`config.mk`:
```
export PLATFORM = sky130hd
export DESIGN_NAME = beta_shift_ctrl
export DESIGN_NICKNAME = d
export VERILOG_FILES = /design/src/rtl/beta_shift_ctrl.sv
export SDC_FILE = /design/constraint.sdc
export NUM_CORES = 1
export LEC_CHECK = 0
export ABC_AREA = 1
export BUFFER_PORTS_ARGS = -buffer_cell sky130_fd_sc_hd__clkbuf_2
export CORE_MARGIN = 3
export CORE_UTILIZATION = 30
export CTS_CLUSTER_SIZE = 30
export DETAILED_ROUTE_END_ITERATION = 10
export GPL_TIMING_DRIVEN = 0
export MAX_ROUTING_LAYER = met4
export PLACE_DENSITY = 0.62
export SLEW_MARGIN = 10
export SYNTH_ARGS = -nofsm -noshare
export SYNTH_HDL_FRONTEND = slang
export SYNTH_SLANG_ARGS = --single-unit
```
`constraint.sdc`:
```
create_clock -name clk_i -period 4.3 [get_ports clk_i]
set_input_delay 0.43 -clock clk_i [delete_from_list [all_inputs] [get_ports clk_i]]
set_output_delay 0.43 -clock clk_i [all_outputs]
set_load 0.05 [all_outputs]
```
`src/rtl/beta_shift_ctrl.sv`:
```
// Issue-side controller for the sequential shift unit.
// Shifts of 0 or 1 bit are answered locally; longer shifts go to the shift unit, guarded by a timeout.
module beta_shift_ctrl #(
    parameter int DataWidth     = 32,
    parameter int TimeoutCycles = 40
) (
    input  logic                 clk_i,
    input  logic                 rstn_i,
    input  logic                 req_valid_i,
    output logic                 req_ready_o,
    input  logic [DataWidth-1:0] req_operand_a_i,
    input  logic [4:0]           req_operand_b_i,
    input  logic [1:0]           req_mode_i,
    output logic                 resp_valid_o,
    input  logic                 resp_ready_i,
    output logic [DataWidth-1:0] resp_result_o,
    output logic                 resp_err_o,
    output logic                 busy_o,
    output logic [DataWidth-1:0] shu_operand_a_o,
    output logic [4:0]           shu_operand_b_o,
    output logic [1:0]           shu_mode_o,
    output logic                 shu_en_o,
    input  logic                 shu_busy_i,
    input  logic [DataWidth-1:0] shu_result_i
);

    localparam logic [1:0] SHIFT_LEFT   = 2'd0;
    localparam logic [1:0] SHIFT_RIGHT  = 2'd1;
    localparam logic [1:0] SHIFT_ARIGHT = 2'd2;
    localparam int         CntWidth     = $clog2(TimeoutCycles + 1);

    typedef enum logic [1:0] {IDLE, RUN, RESP} state_t;

    state_t                state;
    logic [CntWidth-1:0]   timeout_cnt;
    logic                  busy_seen;
    logic                  mode_legal;
    logic                  completion;
    logic                  timed_out;
    logic [DataWidth-1:0]  one_bit_result;

    assign mode_legal  = (req_mode_i == SHIFT_LEFT) || (req_mode_i == SHIFT_RIGHT) ||
                         (req_mode_i == SHIFT_ARIGHT);
    assign completion  = busy_seen && !shu_busy_i;
    assign timed_out   = timeout_cnt >= CntWidth'(TimeoutCycles - 1);

    assign req_ready_o = (state == IDLE);
    assign shu_en_o    = (state == RUN);
    assign busy_o      = (state == RUN) || ((state == RESP) && !resp_ready_i);

    always_comb begin
        one_bit_result = {req_operand_a_i[DataWidth-1], req_operand_a_i[DataWidth-1:1]};
        case (req_mode_i)
            SHIFT_LEFT:  one_bit_result = {req_operand_a_i[DataWidth-2:0], 1'b0};
            SHIFT_RIGHT: one_bit_result = {1'b0, req_operand_a_i[DataWidth-1:1]};
            default:     one_bit_result = {req_operand_a_i[DataWidth-1], req_operand_a_i[DataWidth-1:1]};
        endcase
    end

    // Completion is checked before the timeout so a shift finishing on the last allowed cycle still succeeds.
    always_ff @(posedge clk_i) begin
        if (!rstn_i) begin
            state           <= IDLE;
            resp_valid_o    <= 1'b0;
            resp_err_o      <= 1'b0;
            resp_result_o   <= '0;
            shu_operand_a_o <= '0;
            shu_operand_b_o <= '0;
            shu_mode_o      <= '0;
            timeout_cnt     <= '0;
            busy_seen       <= 1'b0;
        end else begin
            case (state)
                IDLE: begin
                    if (req_valid_i) begin
                        if (!mode_legal) begin
                            resp_err_o    <= 1'b1;
                            resp_result_o <= '0;
                            resp_valid_o  <= 1'b1;
                            state         <= RESP;
                        end else if (req_operand_b_i == 5'd0) begin
                            resp_err_o    <= 1'b0;
                            resp_result_o <= req_operand_a_i;
                            resp_valid_o  <= 1'b1;
                            state         <= RESP;
                        end else if (req_operand_b_i == 5'd1) begin
                            resp_err_o    <= 1'b0;
                            resp_result_o <= one_bit_result;
                            resp_valid_o  <= 1'b1;
                            state         <= RESP;
                        end else begin
                            shu_operand_a_o <= req_operand_a_i;
                            shu_operand_b_o <= req_operand_b_i;
                            shu_mode_o      <= req_mode_i;
                            timeout_cnt     <= '0;
                            busy_seen       <= 1'b0;
                            state           <= RUN;
                        end
                    end
                end
                RUN: begin
                    if (shu_busy_i) begin
                        busy_seen <= 1'b1;
                    end
                    if (timeout_cnt != CntWidth'(TimeoutCycles)) begin
                        timeout_cnt <= timeout_cnt + 1'b1;
                    end
                    if (completion) begin
                        resp_result_o <= shu_result_i;
                        resp_err_o    <= 1'b0;
                        resp_valid_o  <= 1'b1;
                        state         <= RESP;
                    end else if (timed_out) begin
                        resp_result_o <= '0;
                        resp_err_o    <= 1'b1;
                        resp_valid_o  <= 1'b1;
                        state         <= RESP;
                    end
                end
                RESP: begin
                    if (resp_ready_i) begin
                        resp_valid_o <= 1'b0;
                        state        <= IDLE;
                    end
                end
                default: begin
                    state        <= IDLE;
                    resp_valid_o <= 1'b0;
                end
            endcase
        end
    end

endmodule

```
Word-level counts from Yosys, hierarchy flattened. Index checks and enable logic that the tools add are counted.

Bits in registers: 82. Output and inout bits: 76. Word-level logic and storage cells: 87.

Reduce and logical (&&, ||, !) cells: 17. Add/sub/neg operators: 1. $lt $le $gt $ge: 1. Muxes and demuxes: 42. Equal/unequal tests: 15. Bitwise logic cells: 2.

Operators by type and width (count): $mux 32 (6); $pmux 32 s2 (2); $mux 6 (5); $mux 1 (17); $mux 2 (7); $pmux 6 s2 (1); $reduce_and 6->1 (2); $ne 2x2->1 const B (4); $reduce_and 4->1 (2); $add 6x1->6 const B (1); $ge 6x6->1 const B (1); $ne 2x1->1 const B (3); $ne 6x6->1 const B (1); $pmux 2 s3 (1); $eq 5x1->1 const B (1); $logic_not 5->1 (1); $reduce_and 5->1 (1); $eq 2x1->1 const B (2); $eq 2x2->1 const B (2); $logic_not 2->1 (2); $ne 4x2->1 const B (1); $pmux 1 s2 (2); $logic_or 1x1->1 (3); $ne 3x1->1 const B (1); other kinds (6) (9).

Logic depth before layout (Yosys ltp).
Depth after elaboration: 7. Mapped depth: 11. Mapped depth without buffers: 10.

Worst setup path before layout. OpenSTA, ideal clock, no wires.

Path type: register -> register. From: register state[1]. To: register shu_operand_a_o[17]. Data arrival time: 1.671 ns. Setup time: 0.065 ns. Buffers on the path: 2. Stages on the path, launching flop included: 10. Slack: 2.563 ns. Clock period less this slack: 1.737 ns. Cell sequence: dfxtp_1 > nor2_2 > nand2_1 > clkinv_1 > nand3_4 > nor2_4 > buf_4 > buf_4 > o21ai_0 > nor2_1.

Longest elaborated chain between the ends: 2.

Ends and longest elaborated chain: start: declaration (RTL line 34) `state_t state;`; start signal: assignment (RTL line 63) `state <= IDLE;`; start signal: assignment (RTL line 80) `state <= RESP;`; start signal: assignment (RTL line 85) `state <= RESP;`; $logic_not 2->1; via req_ready_o (RTL line 10) `output logic req_ready_o,`; $reduce_and 5->1 (no line); end signal: assignment (RTL line 92) `shu_operand_a_o <= req_operand_a_i;`; end: declaration (RTL line 19) `output logic [DataWidth-1:0] shu_operand_a_o,`.

The timed path passes the listed nets, and every way through them passes these cells. A chain may end at the register's enable or synchronous reset.

Final worst setup path.
From: register state[1]. To: output port busy_o.

Longest elaborated chain between the ends: 3. Elaborated cells on any way between the ends: 4. Those cells by class: 2 x eq/ne; 2 x reduce/logical.

Ends and longest elaborated chain: $eq 2x2->1 (RTL line 49) `assign busy_o = (state == RUN) || ((state == RESP) && !resp_ready_i);`; $logic_and 1x1->1 (RTL line 49); $logic_or 1x1->1 (*) (RTL line 49); end: declaration (RTL line 18) `output logic busy_o,`.

Mark *: on every way between the ends. The rest lies on a longest branch, timed or not.

==> reports/metrics.cfg <==
[pwr]
comb_power_share_pct=38.4
p_int_mw=1.69
p_seq_share_pct=32.5
total_power_mw=2.91
vdd_drop_max_mv=0.192
p_leak_nw=3.15
power_frac_clock_pct=29.1
p_sw_share_pct=41.8
p_per_area_mw_per_mm2=501
switchingPower_mw=1.22

[synthesis]
synth-warning-count=0
syn_nets=831
synth.top_cell.area_share_pct=36.4
synth_cell_types=29
syn_avg_cell_area_um2=5.99
synthCells=753
ys_seq_elements=82
ys_top_cells_by_area=dfxtp_1 (36%), nand2_1 (20%), nor2_1 (16%), o21ai_0 (5.3%), inv_1 (4.5%)
syn_area_mm2=0.00451
yosys.area.top_type=dfxtp_1
ys_seq_area_share_pct=36.4

[setup_path]
cp.arrival_ps=1390
crit_type=flip-flop to output port
worst-r2r-setup-slack_ps=2570
required_ps=3870
reg2reg_to=resp_result_o[16]$_SDFFE_PN0P_
r2r_cells=10
end_kind=output port
timing.rr.start=timeout_cnt[0]$_SDFFE_PN0P_
cp_max_fo=4
startpoint_type=flip-flop

[floorplan]
die_area_mm2=0.0165
io-pin-count=152
fp.coreArea_mm2=0.0146
dieWidth_um=129
die_h_um=129
initial_core_util_pct=30.9
rows=44

[global_routing]
grt_pass1_vias=4328
antenna_found_initial=0
grt-ovfl-total=0
grt.total_usage_pct=18.8
grt_pass1_wl_um=23400
grt_max_degree=15

[clocking]
clock_latency_ps=350
cts_tree=built
post_cts_buffers=0
numCtsBuffers=9
cts_root_buf=clkbuf_16
cts_resized=0
ctsHoldBuffers=0
ctsLongestPathBuffers=2
cts-htree-levels=3
clock_sinks=82
path_clk_slew_ps=60

[job]
drv_cap=0

[timing]
fin_crit_ps=1820
setup_viol=0
final_hold_viol_count=0
final.setup.tns_ps=0
relSlewSlack_pct=64.7
fmax_mhz=550
fin_skew_ps=11.1
maxSlewViolCount=0
rsz0062_at_grt=no
worstMarginPinSlew_ps=529
period_share_pct=42.3

[finish]
nets=992
mostFrequentLayoutCells=nand2_1 (240), nor2_1 (197), clkbuf_2 (150)
finalNonFillerCells=1103
antenna_cells=0
post-route-util_pct=39.9
fin_area_mm2=0.00582
syn_to_final_growth_pct=29.1
final_common_cell=nand2_1
drive_above_1_share_pct=21.9
fillers=1604

[placed_design]
place_area_mm2=0.00549
place_congestion=0.889
dp_hpwl_um=12000
dp_cells=1087
io_buffers=150

[drt]
wl_um=15100
dr.pass1.iters=5
vias=4959
wl_per_cell_um=13.7
drc=0
vias_per_cell=4.50
ant_nets=0
drt_iter0_drc=333

[worst_hold_path]
holdPathEnd=shu_operand_b_o[3]$_SDFFE_PN0P_
holdPathStages=3
hold_class=primary input to flip-flop
min_from=req_operand_b_i[3]

[outcome]
status=finished, final reports clean

## registers in the layout, summed over array words and instances (netlist names)
signal           cells
resp_result_o       32
shu_operand_b_o      5
busy_seen            1
shu_operand_a_o     32
shu_mode_o           2
timeout_cnt          6
resp_err_o           1
resp_valid_o         1
state                2
## power groups by stage
stage          Combinational [mW]  Sequential, mW  Clock (mW)
2_1_floorplan               0.448            1.34           0
3_3_place_gp                 1.12           0.960           0
3_5_place_dp                 1.12           0.961           0
4_1_cts                      1.12           0.946       0.863
5_1_grt                      1.23           0.959       0.896
6_report                     1.12           0.945       0.848
## per-layer routing
| layer | up-vias | wire length (um) | GRT usage (%) |
|---|---|---|---|
| met5 | - | 0 | - |
| met4 | 0 | 223 | 5.19 |
| met3 | 16 | 1070 | 4.73 |
| met2 | 160 | 6360 | 25.5 |
| met1 | 2138 | 7440 | 27.4 |
| li1 | 2645 | - | - |
## synthesized netlist by cell type (all sizes together)
library cell / count
ha: 2
nor3: 1
nand3: 42
clkinv: 1
or2: 1
clkbuf: 19
nand4: 7
a21oi: 19
inv: 58
o21ai: 50
o211ai: 4
a21boi: 1
dfxtp: 82
nand2: 241
nor3b: 1
nor2: 203
buf: 21
## cells by family (layout without fill, tap and decap cells)
group           Yosys count  in the layout  share of synthesized area, %
simple gates            496            496                          44.9
buf+inv                  99            265                          9.66
flops                    82             82                          36.4
compound gates           74             74                          8.50
fa+ha+maj                 2              2                         0.555
## final cells by class
| class | count | area, um^2 | share of cell area (%) |
|---|---|---|---|
| plain buffers | 40 | 211 | 3.64 |
| clock buffers | 10 | 239 | 4.11 |
| repair buffers | 150 | 751 | 12.9 |
| multi-input cells | 572 | 2430 | 41.8 |
| clock inverters | 6 | 90.1 | 1.55 |
| inverters | 59 | 224 | 3.85 |
| flip-flops and latches | 82 | 1640 | 28.2 |
| well taps | 184 | 230 | 3.96 |
## how the worst max path moves through the flow
stage,start,end,depth (start not counted)
floorplan,state[1]$_SDFFE_PN0P_,shu_operand_a_o[17]$_SDFFE_PN0P_,9
global placement,req_operand_b_i[2],resp_result_o[31]$_SDFFE_PN0P_,9
detailed placement,req_operand_b_i[2],resp_result_o[31]$_SDFFE_PN0P_,9
CTS,state[1]$_SDFFE_PN0P_,busy_o,5
global route,timeout_cnt[1]$_SDFFE_PN0P_,resp_result_o[16]$_SDFFE_PN0P_,10
finish,state[1]$_SDFFE_PN0P_,busy_o,5
## metrics by stage
step / hold WS [ps] / worst slack, ps
after floorplan: 434 / 2560
after global placement: 447 / 2360
after detailed placement: 450 / 2350
after CTS: 361 / 2460
after global routing: 375 / 2380
final: 366 / 2480
## worst max-delay path, stage by stage (launching register included)
cell and delay, ps:
dfxtp_1 420, inv_2 90, nor2_1 90, nand2_1 80, nand2_1 80, clkbuf_2 270
Note: power is estimated with default switching activity, not from simulation.
